### src/rtl/status_cond_unit_pkg.sv
`default_nettype none
// ============================================================================
// Module   : status_cond_unit_pkg
// Purpose  : Shared ARM condition-code and status-register bit definitions
//            for the EX-stage status consumer and later branch logic.
// Contents : COND_* condition field encodings, SR_* bit indices of the
//            packed {Z,C,N,V} status word.
// Revision : 1.0 - initial release
// ============================================================================
package status_cond_unit_pkg;

  // ARM condition field encodings
  localparam logic [3:0] COND_EQ = 4'h0;
  localparam logic [3:0] COND_NE = 4'h1;
  localparam logic [3:0] COND_CS = 4'h2;
  localparam logic [3:0] COND_CC = 4'h3;
  localparam logic [3:0] COND_MI = 4'h4;
  localparam logic [3:0] COND_PL = 4'h5;
  localparam logic [3:0] COND_VS = 4'h6;
  localparam logic [3:0] COND_VC = 4'h7;
  localparam logic [3:0] COND_HI = 4'h8;
  localparam logic [3:0] COND_LS = 4'h9;
  localparam logic [3:0] COND_GE = 4'hA;
  localparam logic [3:0] COND_LT = 4'hB;
  localparam logic [3:0] COND_GT = 4'hC;
  localparam logic [3:0] COND_LE = 4'hD;
  localparam logic [3:0] COND_AL = 4'hE;
  localparam logic [3:0] COND_NV = 4'hF;

  // Bit positions inside the packed status word {Z,C,N,V}
  localparam int SR_Z = 3;
  localparam int SR_C = 2;
  localparam int SR_N = 1;
  localparam int SR_V = 0;

  typedef logic [3:0] sr_t;

endpackage
`default_nettype wire

### src/rtl/status_cond_unit_if.sv
`default_nettype none
// ============================================================================
// Module   : status_cond_unit_if
// Purpose  : Bundles the EX status write, ID condition check and fail
//            counter signals between the pipeline and the status unit.
// Ports    : master drives ex_s, ex_sr, freeze, id_valid, id_cond, cnt_clr;
//            slave (the status unit) drives cond_pass, carry_out, sr,
//            fail_count. CNT_W must match the unit's CNT_W.
// Revision : 1.0 - initial release
// ============================================================================
interface status_cond_unit_if #(
  parameter int CNT_W = 16
);
  import status_cond_unit_pkg::*;

  logic             ex_s;
  sr_t              ex_sr;
  logic             freeze;
  logic             id_valid;
  logic [3:0]       id_cond;
  logic             cnt_clr;
  logic             cond_pass;
  logic             carry_out;
  sr_t              sr;
  logic [CNT_W-1:0] fail_count;

  modport master (
    output ex_s, ex_sr, freeze, id_valid, id_cond, cnt_clr,
    input  cond_pass, carry_out, sr, fail_count
  );

  modport slave (
    input  ex_s, ex_sr, freeze, id_valid, id_cond, cnt_clr,
    output cond_pass, carry_out, sr, fail_count
  );

endinterface
`default_nettype wire

### src/rtl/status_cond_unit_cond_eval.sv
`default_nettype none
// ============================================================================
// Module   : cond_eval
// Purpose  : Combinational ARM condition evaluation against {Z,C,N,V}.
// Ports    : cond  [3:0] condition field
//            flags [3:0] status word {Z,C,N,V}
//            pass        1 when the instruction may execute
// Revision : 1.0 - initial release
// ============================================================================
module cond_eval
  import status_cond_unit_pkg::*;
(
  input  wire logic [3:0] cond,
  input  wire logic [3:0] flags,
  output logic            pass
);

  logic w_z, w_c, w_n, w_v;

  assign w_z = flags[SR_Z];
  assign w_c = flags[SR_C];
  assign w_n = flags[SR_N];
  assign w_v = flags[SR_V];

  always_comb begin
    pass = 1'b0;
    case (cond)
      COND_EQ: pass = w_z;
      COND_NE: pass = ~w_z;
      COND_CS: pass = w_c;
      COND_CC: pass = ~w_c;
      COND_MI: pass = w_n;
      COND_PL: pass = ~w_n;
      COND_VS: pass = w_v;
      COND_VC: pass = ~w_v;
      COND_HI: pass = w_c & ~w_z;
      COND_LS: pass = ~w_c | w_z;
      COND_GE: pass = (w_n == w_v);
      COND_LT: pass = (w_n != w_v);
      COND_GT: pass = ~w_z & (w_n == w_v);
      COND_LE: pass = w_z | (w_n != w_v);
      COND_AL: pass = 1'b1;
      default: pass = 1'b0;  // reserved encoding never executes
    endcase
  end

endmodule
`default_nettype wire

### src/rtl/status_cond_unit.sv
`default_nettype none
// ============================================================================
// Module   : status_cond_unit
// Purpose  : Owns the architectural status register, returns the stored
//            carry to the ALU, evaluates the ID condition (optionally with
//            same-cycle EX bypass) and counts squashed instructions.
// Ports    : clk, rst (async, active-high)
//            bus.slave - ex_s, ex_sr, freeze, id_valid, id_cond, cnt_clr in;
//                        cond_pass, carry_out, sr, fail_count out
// Params   : BYPASS - 1: condition sees EX flags written this cycle
//            CNT_W  - fail counter width (must match the interface)
// Revision : 1.0 - initial release
// ============================================================================
module status_cond_unit
  import status_cond_unit_pkg::*;
#(
  parameter bit BYPASS = 1'b1,
  parameter int CNT_W  = 16
)(
  input  wire logic         clk,
  input  wire logic         rst,
  status_cond_unit_if.slave bus
);

  sr_t              r_sr;
  logic [CNT_W-1:0] r_fail_count;
  sr_t              w_feff;
  logic             w_wr;
  logic             w_pass;
  logic             w_fail;

  assign w_wr = bus.ex_s & ~bus.freeze;

  // Effective flags: a flag-setting EX instruction directly ahead of a
  // conditional ID instruction is visible without waiting for the write.
  generate
    if (BYPASS) begin : g_bypass
      assign w_feff = w_wr ? bus.ex_sr : r_sr;
    end else begin : g_no_bypass
      assign w_feff = r_sr;
    end
  endgenerate

  cond_eval u_cond_eval (
    .cond  (bus.id_cond),
    .flags (w_feff),
    .pass  (w_pass)
  );

  assign w_fail = bus.id_valid & ~w_pass & ~bus.freeze;

  always_ff @(posedge clk or posedge rst) begin
    if (rst) begin
      r_sr <= '0;
    end else if (w_wr) begin
      r_sr <= bus.ex_sr;
    end
  end

  // Clear wins over freeze; increment saturates at all-ones.
  always_ff @(posedge clk or posedge rst) begin
    if (rst) begin
      r_fail_count <= '0;
    end else if (bus.cnt_clr) begin
      r_fail_count <= '0;
    end else if (w_fail && (r_fail_count != {CNT_W{1'b1}})) begin
      r_fail_count <= r_fail_count + 1'b1;
    end
  end

  // Carry is never bypassed: EX consumes the carry of earlier instructions.
  assign bus.carry_out  = r_sr[SR_C];
  assign bus.sr         = r_sr;
  assign bus.cond_pass  = w_pass;
  assign bus.fail_count = r_fail_count;

endmodule
`default_nettype wire

### src/flat_wrapper.sv
// flat-port wrapper written by rule: the top's interface ports become plain ports
module status_cond_unit_flat import status_cond_unit_pkg::*;
#(
  parameter bit BYPASS = 1'b1,
  parameter int CNT_W  = 16
)
  (clk, rst, bus_ex_s, bus_ex_sr, bus_freeze, bus_id_valid, bus_id_cond, bus_cnt_clr, bus_cond_pass, bus_carry_out, bus_sr, bus_fail_count);
  status_cond_unit_if #(.CNT_W(CNT_W)) bus_i ();
  input  wire logic clk;
  input  wire logic rst;
  input wire logic [$bits(bus_i.ex_s)-1:0] bus_ex_s;
  input wire logic [$bits(bus_i.ex_sr)-1:0] bus_ex_sr;
  input wire logic [$bits(bus_i.freeze)-1:0] bus_freeze;
  input wire logic [$bits(bus_i.id_valid)-1:0] bus_id_valid;
  input wire logic [$bits(bus_i.id_cond)-1:0] bus_id_cond;
  input wire logic [$bits(bus_i.cnt_clr)-1:0] bus_cnt_clr;
  output wire logic [$bits(bus_i.cond_pass)-1:0] bus_cond_pass;
  output wire logic [$bits(bus_i.carry_out)-1:0] bus_carry_out;
  output wire logic [$bits(bus_i.sr)-1:0] bus_sr;
  output wire logic [$bits(bus_i.fail_count)-1:0] bus_fail_count;
  assign bus_i.ex_s = bus_ex_s;
  assign bus_i.ex_sr = bus_ex_sr;
  assign bus_i.freeze = bus_freeze;
  assign bus_i.id_valid = bus_id_valid;
  assign bus_i.id_cond = bus_id_cond;
  assign bus_i.cnt_clr = bus_cnt_clr;
  assign bus_cond_pass = bus_i.cond_pass;
  assign bus_carry_out = bus_i.carry_out;
  assign bus_sr = bus_i.sr;
  assign bus_fail_count = bus_i.fail_count;
  status_cond_unit #(.BYPASS(BYPASS), .CNT_W(CNT_W)) u_core (.clk(clk), .rst(rst), .bus(bus_i));
endmodule
### config.mk
export PLATFORM = sky130hd
export DESIGN_NAME = status_cond_unit_flat
export DESIGN_NICKNAME = d
export VERILOG_FILES = /design/src/rtl/status_cond_unit_pkg.sv /design/src/rtl/status_cond_unit_if.sv /design/src/rtl/status_cond_unit_cond_eval.sv /design/src/rtl/status_cond_unit.sv /design/src/flat_wrapper.sv
export SDC_FILE = /design/constraint.sdc
export NUM_CORES = 1
export LEC_CHECK = 0
export ABC_AREA = 1
export ABC_CLOCK_PERIOD_IN_PS = 2100
export CELL_PAD_IN_SITES_DETAIL_PLACEMENT = 0
export CELL_PAD_IN_SITES_GLOBAL_PLACEMENT = 2
export CORE_UTILIZATION = 27
export DETAILED_ROUTE_END_ITERATION = 6
export GPL_TIMING_DRIVEN = 0
export PLACE_DENSITY_LB_ADDON = 0.1
export SLEW_MARGIN = 10
export SYNTH_ARGS = -nofsm -noshare
export SYNTH_HDL_FRONTEND = slang
export SYNTH_SLANG_ARGS = --single-unit
export TNS_END_PERCENT = 50
### constraint.sdc
create_clock -name clk -period 2.1 [get_ports clk]
set_clock_uncertainty 0.1 [all_clocks]
set_input_delay 0.42 -clock clk [delete_from_list [all_inputs] [get_ports clk]]
set_output_delay 0.42 -clock clk [all_outputs]
set_load 0.01 [all_outputs]
==> reports/qor.csv <==
metric;value;unit
Final Power;0.001063;W
Avg WL per Cell;13.17;um
RSZ-0062 raised after global routing;yes;
worst hold path type;in -> reg;
die height;78.78;um
Initial Util;28.38;%
Final setup violation count;1;
worst r2r path cells;11;
CTS Buf Count;3;
global route total overflow;0;
DR vias;1625;
Fillers;625;
Routed Antenna Nets;0;
first-pass GRT wire length;7714;um
Lkg Pwr;1.228;nW
Largest stage delay, worst path;0.18;ns
r2r endpoint;u_core.bus.fail_count[2];
antenna violations before repair;0;
r2r startpoint;u_core.bus.fail_count[0];
crit path kind;in -> out;
Setup WS post-layout;-0.03785;ns
number of remaining DRC errors;0;
Worst Path Max Fanout;8;
clk slew on worst S/H paths;0.09;ns
Max Clock Freq;467.8;MHz
Slew Viols, Final;0;
critical path endpoint category;output pin;
Netlist Area Pre-Place;1592;um2
WP data required;1.58;ns
largest net degree at the start of global routing;21;
drt via density;4.464;
Syn Area/Cell;6.744;um2
CP max-delay cell;nor2_4;
DRT Pass-1 Iters;4;
total wire length;4794;um
Hold Vio Cnt, Final;0;
crit path DAT;1.62;ns
CTS Hold Bufs;0;
Clock Sinks;20;
port bufs;34;
post-layout minimum cycle time;2.138;ns
Hold Slack;0.3567;ns
worst-margin pin slew;0.8447;ns
worst skew pair latency;0.26;ns
syn nets;251;
status;complete, but fails checks;
ANT cells;0;
Root Buffer;clkbuf_8;
CORE AREA;5608;um2
post-synthesis cell count;236;
CTS HTree Levels;1;
dpl ws;-1.112;ns
Clock Tree Buf Depth;2;
Final Wtd Congestion;0.7427;
Cells after DPL;342;
Layout Nets;308;
Top-Level Pins;36;
DP HPWL;3361;um
Ys Warns;0;
Area growth, synth to finish;47.80;%
Die W;78.78;um
failing checks;negative setup slack;
critical-path cell list;buf_6 > inv_8 > nand2_8 > nand2_4 > nand2_4 > o21ai_2 > nand2_1 > nor2_1 > nand2_1 > nor2_4 > inv_2 > buf_6;
DIE AREA;6206;um2
Yosys reg bits;20;
number of cell rows;27;
Distinct cells, synth;28;
Power Density;452.1;nW/um2
Non-Filler Instances;364;
Final Util;41.95;%
Worst slew margin;43.62;%
vias in the first global route;1559;
Max-Cap Viols;0;
CTS tree;yes;
Setup crit start kind;primary input;
worst setup path end;bus_cond_pass;
worst IR drop on VDD;0.0001917;V
setup slack, reg-to-reg;0.10;ns
Initial DRC Count;113;
period utilisation layout;101.8;%
Crit. Startpoint;bus_freeze;
post-synthesis sequential area ratio;31.45;%
All-Layer GR Usage;16.01;%
share of cells above drive strength 1;25.34;%
[worst min-delay path by stage]
stage,depth (start not counted),to,from,slack (ns)
floorplan,1,u_core.bus.fail_count[0],rst,0.28
global placement,2,u_core.bus.fail_count[14],u_core.bus.fail_count[14],0.45
detailed placement,2,u_core.bus.fail_count[14],u_core.bus.fail_count[14],0.46
CTS,4,u_core.bus.sr[2],bus_freeze,0.34
global route,4,u_core.bus.sr[2],bus_freeze,0.36
finish,4,u_core.bus.sr[2],bus_freeze,0.36
[repair_timing]
item / in CTS / in global routing
resized for setup: 42 / 24
setup endpoints to repair: 11 / 17
pin swaps: 14 / 13
buffers inserted: 9 / 9
hold endpoints to repair: 0 / 0
gates cloned: 1 / 0
[synthesized netlist by cell type (all sizes together)]
cell type / number / area [um2]
nand3b: 3 / 26.27
inv: 39 / 146.4
a21oi: 2 / 10.01
nand4: 16 / 100.1
buf: 6 / 45.04
nand2: 66 / 262.8
o21bai: 1 / 11.26
clkbuf: 2 / 7.510
nor2: 21 / 103.9
nor3: 3 / 15.01
dfrtp: 20 / 500.5
nand3: 39 / 217.7
xor2: 11 / 96.34
ha: 1 / 12.51
o21ai: 4 / 20.02
xnor2: 1 / 8.760
a21boi: 1 / 7.510
[logic make-up (layout without fill, tap and decap cells)]
logic type	Yosys count	in the layout	share of synthesized area, %
xor+xnor	12	12	6.604
fa+ha+maj	1	1	0.7860
compound gates	8	8	3.066
buf+inv	47	102	12.50
simple gates	148	149	45.60
flops	20	20	31.45
[stage by stage]
stage	setup TNS, ns	instance area [um2]
3_3_place_gp	-7.100	2022
2_1_floorplan	0	1592
3_5_place_dp	-6.838	2022
6_report	-0.03785	2352
4_1_cts	-0.09131	2215
5_1_grt	-0.2095	2352
[registers in the layout (all words and copies together), names as in the netlist]
signal and cells:
u_core.bus.sr 4, u_core.bus.fail_count 16
[metal layers]
metal  global-route usage (%)  vias up  share of wire [%]
met5                        0        -                  0
li1                         -      870                  -
met3                    3.218        2                2.6
met1                    24.41      733                 56
met4                    2.222        0               0.29
met2                    23.39       20                 42
[report_power, final]
group / leakage, nW / internal, W / switching (W) / total (W)
combinational: 0.928 / 0.000148 / 0.000194 / 0.000342
clock: 0.0288 / 0.000167 / 0.000146 / 0.000313
sequential: 0.271 / 0.000397 / 0.0000122 / 0.000409
total: 1.23 / 0.000711 / 0.000352 / 0.00106
[area by class of cell]
type                            instances  area [um2]  share of cell area, %
Multi-Input combinational cell        170        1031                  43.83
Sequential cell                        20       500.5                  21.28
Timing Repair Buffer                   52       469.2                  19.95
Inverter                               39       156.4                  6.649
Tap cell                               72       90.09                  3.830
Clock buffer                            4       55.05                  2.340
Buffer                                  7       50.05                  2.128
[cells in the final DEF (no fill, tap or decap), types with 4 or more instances in the layout]
cell             netlist  final
nand2_1               62     49
inv_2                  4      5
nand4_1               16     16
dlygate4sd2_1          0      4
clkdlybuf4s50_1        0     24
buf_4                  2     19
nor2_1                17     15
inv_1                 35     32
dfrtp_1               20     20
nand3_1               36     31
nand2_4                1      4
clkbuf_8               0      4
nand3_2                2      5
xor2_1                11     11
nand2_2                3     13
[critical path, delay by kind of cell]
family,cells,cell delay [ns]
buffers and inverters,4,0.35
AOI/OAI and AO/OA,1,0.15
and+or+nand+nor,7,0.69
Power figures use the tool's default switching activity.
==> patch 1 (same flow settings) <==
`CNT_W` is set to 16 in 3 places; all go to 32.
--- a/src/rtl/status_cond_unit_if.sv
+++ b/src/rtl/status_cond_unit_if.sv
@@ -11,3 +11,3 @@
 interface status_cond_unit_if #(
-  parameter int CNT_W = 16
+  parameter int CNT_W = 32
 );
--- a/src/rtl/status_cond_unit.sv
+++ b/src/rtl/status_cond_unit.sv
@@ -17,3 +17,3 @@
   parameter bit BYPASS = 1'b1,
-  parameter int CNT_W  = 16
+  parameter int CNT_W  = 32
 )(
--- a/src/flat_wrapper.sv
+++ b/src/flat_wrapper.sv
@@ -4,3 +4,3 @@
   parameter bit BYPASS = 1'b1,
-  parameter int CNT_W  = 16
+  parameter int CNT_W  = 32
 )
Ports: changed (resized bus_fail_count); port bits go from 36 to 52. No check against the original RTL was run, so the function may have changed too.
==> patch 1 against the original RTL <==
- the flow still finishes with violations (setup timing)
- critical endpoint unchanged
- via count grew 85%
- power grew 65%
- final area grew 75%
- sequential cell count grew 16
- synthesized area grew 88%
- wire length grew 100%
- largest power group unchanged
- critical path type is now flop to output pin
- setup slack lost 120 ps
==> patch 1: results (changes against the original RTL) <==
Outcome
  • Outcome: complete, but fails checks (unchanged)
  • Failing checks: setup timing (unchanged)

Synthesis
  • Seq/Total Area, Yosys: 30.04% (was 31.45%)
  • Largest cells by area after synthesis: dfrtp_1 30%, nand2_1 15%, inv_1 7.5%, nand4_1 7.5%, nand3_2 7.0% (was dfrtp_1 31%, nand2_1 15%, nand3_1 11%, inv_1 8.3%, nand4_1 6.3%)
  • Area share of fa/ha/maj cells after synthesis: 0.4172% (was 0.7862%)
  • Post-Synth XOR/XNOR Area: 6.425% (was 6.604%)
  • Compound-gate portion of the synthesized area: 1.210% (was 3.066%)
  • Post-synthesis cell type count: 30 (was 28)
  • Mux share of post-synthesis cell area: 0% (unchanged)
  • Synth top cells by count: 123 x nand2_1, 60 x inv_1, 37 x nor2_1 (was 62 x nand2_1, 36 x nand3_1, 35 x inv_1)
  • Synth async-reset ratio: 100.0% (unchanged)
  • Syn_nets: 446 (was 251)

Critical path
  • Worst-path maximum fanout: 3 (was 8)
  • Crit-path slowest cell: dfrtp_1 (was nor2_4)
  • FF-to-FF End: u_core.bus.fail_count[9] (was u_core.bus.fail_count[2])
  • Largest stage delay, worst path: 410 ps (was 180 ps)
  • Reg2Reg Setup Slack: -150 ps (was 100 ps)
  • Worst R2R Path Depth: 17 (was 11)
  • RR Startpoint: u_core.bus.sr[1] (was u_core.bus.fail_count[0])
  • Worst EP arrival: 1740 ps (was 1620 ps)

Global routing
  • GR Util All Layers: 18.22% (was 16.01%)
  • Global-route wire length before repair: 15.89 mm (was 7.714 mm)
  • Vias in the first global route: 2977 (was 1559)

Timing
  • Final worst setup slack: -155.3 ps (was -37.85 ps)
  • Final setup fails: 33 (was 1)
  • Max_slew headroom: 60.93% (was 43.62%)

Min path
  • Min-Delay Path Class: input pin to asynchronous set/reset pin (was input pin to flop)

Cells and area
  • Max reg flops: 32 (was 16)
  • Post-layout net count: 526 (was 308)
  • Layout cells sized above 1: 24.80% (was 25.34%)

Clock tree
  • Clock Path Buffers: 2 (unchanged)
  • H-Tree Depth: 2 (was 1)
  • Worst-skew pair later-pin latency: 310 ps (was 260 ps)
  • Num CTS Buffers: 5 (was 3)

Route
  • Routed vias/inst: 4.606 (was 4.464)
  • Iter 0 DRT Violations: 111 (was 113)
  • Routed WL per cell: 14.90 um (was 13.17 um)

Placed design
  • GP Congestion: 0.7909 (was 0.7427)
  • HPWL Detailed: 7.459 mm (was 3.361 mm)
  • Place WS: -1176 ps (was -1112 ps)
  • DP Area: 3712 um2 (was 2022 um2)
  • Port Buffer Count: 51 (was 34)

Power and ir drop
  • LEAKAGE: 2.102 nW (was 1.228 nW)
  • VDD IR max: 0.1945 mV (was 0.1917 mV)
-- patch 1: cell types whose count changed after synthesis, sizes merged, moves of 2 or more --
cell and change:
nand2 +67, inv +26, nor2 +23, nand3 +20
nand4 +20, dfrtp +16, buf +10, xor2 +6
nor3 +5, xnor2 +4, o21ai -3, clkbuf -2
nor3b +2
-- patch 1: power by group --
part | internal (mW) | total, mW | switching [mW]
Combinational | 0.208 | 0.491 | 0.283
Clock | 0.263 | 0.546 | 0.283
Sequential | 0.705 | 0.715 | 0.0105
Total | 1.18 | 1.75 | 0.577
-- patch 1: logic make-up (layout without fill, tap and decap cells) --
family,after synthesis,after routing
xor gates and xnor gates,22,22
adders and majority gates,1,1
AOI/OAI and AO/OA,5,5
buffers and inverters,81,162
and+or+nand+nor,286,286
DFF,36,36
-- patch 1: metal layers --
layer | GRT usage [%] | wire length (um) | vias to the layer above
li1 | - | - | 1542
met1 | 22.82 | 4303 | 1392
met2 | 32.76 | 4931 | 64
met3 | 2.603 | 389 | 5
met4 | 4.207 | 90 | 0
met5 | 0 | 0 | -
-- patch 1: area by class of cell --
| cell class | count | area, um2 |
|---|---|---|
| Buffer | 15 | 128.9 |
| Clock buffer | 6 | 82.58 |
| Clock inverter | 2 | 10.01 |
| Fill cell | 1199 | 6715 |
| Inverter | 65 | 249.0 |
| Multi-Input combinational cell | 314 | 1873 |
| Sequential cell | 36 | 902.1 |
| Tap cell | 140 | 175.2 |
| Timing Repair Buffer | 74 | 704.4 |
-- patch 1: timing repair --
| action | in CTS | in global routing |
|---|---|---|
| buffers inserted | 20 | 2 |
| cloned | 0 | 1 |
| gates resized for setup | 65 | 8 |
| setup endpoints to repair | 33 | 33 |
| hold buffers | 0 | 0 |
| pin swaps | 30 | 10 |
-- patch 1: per-stage QoR --
stage          hold WS (ps)  cells  setup TNS, ps  utilization (%)
2_1_floorplan         481.1    431              0                -
6_report              344.0    652          -4033            38.05
4_1_cts               350.2    651          -4029            37.70
3_3_place_gp          461.0    622         -23570            33.99
5_1_grt               370.5    652          -7893            38.05
3_5_place_dp          472.4    623         -15680            34.25
-- patch 1: worst max-delay path by stage --
| stage | slack, ps | to | startpoint | depth (start not counted) |
|---|---|---|---|---|
| floorplan | 130 | bus_cond_pass | bus_freeze | 13 |
| global placement | -1150 | bus_cond_pass | bus_ex_s | 12 |
| detailed placement | -1180 | bus_cond_pass | bus_ex_s | 12 |
| CTS | -220 | bus_cond_pass | u_core.bus.sr[1] | 12 |
| global route | -260 | u_core.bus.fail_count[30] | bus_ex_sr[3] | 17 |
| finish | -160 | bus_cond_pass | u_core.bus.sr[1] | 11 |
==> patch 2 (same settings) <==
Without the edit above. Reset style: synchronous (`rst`), changed in 2 clocked blocks. Comments in the files are not updated.
--- a/src/rtl/status_cond_unit.sv
+++ b/src/rtl/status_cond_unit.sv
@@ -51,3 +51,3 @@
 
-  always_ff @(posedge clk or posedge rst) begin
+  always_ff @(posedge clk) begin
     if (rst) begin
@@ -60,3 +60,3 @@
   // Clear wins over freeze; increment saturates at all-ones.
-  always_ff @(posedge clk or posedge rst) begin
+  always_ff @(posedge clk) begin
     if (rst) begin
Behaviour: differs if rst is asserted again (counterexample within 4 cycles, from zero or initial values and one cycle with rst high); with rst held inactive, the same outputs for 10 cycles.
==> patch 2 against the original RTL <==
- the flow still finishes with violations (setup timing)
- final area decreased by 0.53%
- sequential share of layout area decreased by 4.0 points
- setup slack improved by 2.0 ps
- count of clock-buffer cells in the layout unchanged
- sequential power decreased by 4%
- power decreased by 3.8%
- sequential cell count unchanged
- synthesized area decreased by 9.3%
- worst hold slack improved by 32 ps
- wire length decreased by 0.88%
- via count increased by 2.2%
- first-iteration DRC count decreased by 36%
- critical endpoint unchanged
- largest cell class unchanged
- highest routed layer unchanged
==> patch 2: results (changes against the original RTL) <==
Timing
  • Final setup fails: 1 (unchanged)
  • Max_slew headroom: 41.33% (was 43.62%)
  • Final worst setup slack: -35.87 ps (was -37.85 ps)

Cells and area
  • Layout cells sized above 1: 32.07% (was 25.34%)
  • Post-layout net count: 306 (was 308)
  • Max reg flops: 16 (unchanged)
  • Diodes inserted: 0 (unchanged)

Clock tree
  • Worst-skew pair later-pin latency: 260 ps (about the same)
  • Num CTS Buffers: 3 (unchanged)
  • Clock transition at path regs: 80 ps
  • Clock Path Buffers: 2 (unchanged)
  • CTS root buf: clkbuf_8 (unchanged)
  • H-Tree Depth: 1 (unchanged)

Placed design
  • GP Congestion: 0.8074 (was 0.7427)
  • DP Area: 1882 um2 (was 2022 um2)
  • Port Buffer Count: 35 (was 34)
  • Placed cell count: 337 (was 342)
  • HPWL Detailed: 3.244 mm (was 3.361 mm)

Synthesis
  • Post-synthesis cell type count: 27 (was 28)
  • Cells after Synth: 232 (was 236)
  • Seq/Total Area, Yosys: 27.73% (was 31.45%)
  • Synth async-reset ratio: 0% (was 100.0%)
  • Syn_nets: 247 (was 251)
  • Largest cells by area after synthesis: dfxtp_1 28%, nand2_1 17%, nand3_1 8.0%, inv_1 7.3%, nor2_1 7.3% (was dfrtp_1 31%, nand2_1 15%, nand3_1 11%, inv_1 8.3%, nand4_1 6.3%)
  • Ys Warns: 0 (unchanged)
  • Synth top cells by count: 64 x nand2_1, 28 x inv_1, 28 x nor2_1 (was 62 x nand2_1, 36 x nand3_1, 35 x inv_1)
  • Yosys top cell area share: 27.73% (was 31.45%)

Global routing
  • Initial antenna violation count: 0 (unchanged)
  • Vias in the first global route: 1543 (was 1559)
  • Pin count of the biggest net entering global routing: 12 (was 21)
  • Global-route wire length before repair: 7.631 mm (was 7.714 mm)
  • Global route overflow: 0 (unchanged)
  • GR Util All Layers: 17.98% (was 16.01%)

Route
  • Routed vias/inst: 4.611 (was 4.464)
  • Iter 0 DRT Violations: 72 (was 113)
  • Routed WL per cell: 13.20 um (was 13.17 um)
  • Vias: 1660 (was 1625)
  • Pre-Repair DR Iteration Count: 4 (unchanged)

Outcome
  • Outcome: complete, but fails checks (unchanged)
  • Failing checks: setup timing (unchanged)

Critical path
  • Worst EP arrival: 1620 ps (about the same)
  • Worst-path maximum fanout: 5 (was 8)

Power and ir drop
  • VDD IR max: 0.2767 mV (was 0.1917 mV)
  • Switching power total: 0.3085 mW (was 0.3520 mW)
  • LEAKAGE: 0.9516 nW (was 1.228 nW)

Min path
  • Min-Delay Path Class: flop to flop (was input pin to flop)
==> patch 2: final cells by class <==
cell class | count | area (um2)
buffer | 6 | 52.55
clock buffer | 4 | 55.05
fill | 578 | 2800
inverter | 30 | 125.1
multi-input combinational | 175 | 1066
sequential | 20 | 404.1
tap | 70 | 87.58
timing repair buffer | 55 | 549.3
==> patch 2: metal layers <==
layer	up-vias	GRT usage (%)	share of wire [%]
met5	-	0	0
met2	21	27.73	45
li1	866	-	-
met4	0	3.086	0.57
met3	2	2.008	2.5
met1	771	27.16	52
==> patch 2: what timing repair did <==
item                                    CTS  global route
hold endpoints to repair                  0             0
pin swaps                                18             7
gates resized for setup                  89            27
endpoints found under the setup margin   17            17
cloned                                    1             0
setup buffers                            22             1
==> patch 2: cell families after synthesis <==
logic type               Yosys count  synth area share [%]
AND/OR/NAND/NOR                  147                 46.27
buffers and inverters             37                 12.56
flip-flops                        20                 27.73
AO/OA/AOI/OAI                     16                 5.892
XOR/XNOR                          11                 6.672
adder cells (fa/ha/maj)            1                0.8664
==> patch 2: per-stage QoR <==
step / util, % / total power [mW] / TNS (ps) / setup slack, ps
global route: 45.52 / 1.080 / -1016 / -152.0
detailed placement: 36.61 / 0.6159 / -9838 / -1145
CTS: 44.60 / 1.037 / -468.9 / -89.26
finish: 45.52 / 1.023 / -35.87 / -35.87
global placement: 36.61 / 0.6150 / -9939 / -1167
floorplan: - / 0.5274 / 0 / 119.6
==> patch 2: worst max-delay path: stages <==
cell      delay, ps
buf_12           90
clkinv_8         60
buf_6           120
nand3_4          50
nand2_4          70
nand2_2          50
nand2_1          50
nand2_1          70
nand2_2          50
nor2_2          120
nand2_2          70
nor2_4          120
buf_6           120
inv_2            30
buf_6           100
==> patch 2: power groups by stage <==
stage | clock network [mW] | logic (mW) | registers, mW
6_report | 0.302 | 0.330 | 0.391
2_1_floorplan | 0 | 0.126 | 0.401
4_1_cts | 0.316 | 0.330 | 0.392
3_5_place_dp | 0 | 0.216 | 0.399
5_1_grt | 0.326 | 0.362 | 0.392
3_3_place_gp | 0 | 0.216 | 0.399
==> patch 2: path summary, 6_finish.rpt <==
path	slack, ps	startpoint	depth (start not counted)	end
hold reg to reg	390	u_core.bus.fail_count[15]	2	u_core.bus.fail_count[15]
setup reg to reg	100	u_core.bus.sr[1]	17	u_core.bus.fail_count[11]
setup / recovery	-40	bus_freeze	15	bus_cond_pass
hold / removal	390	u_core.bus.fail_count[15]	2	u_core.bus.fail_count[15]
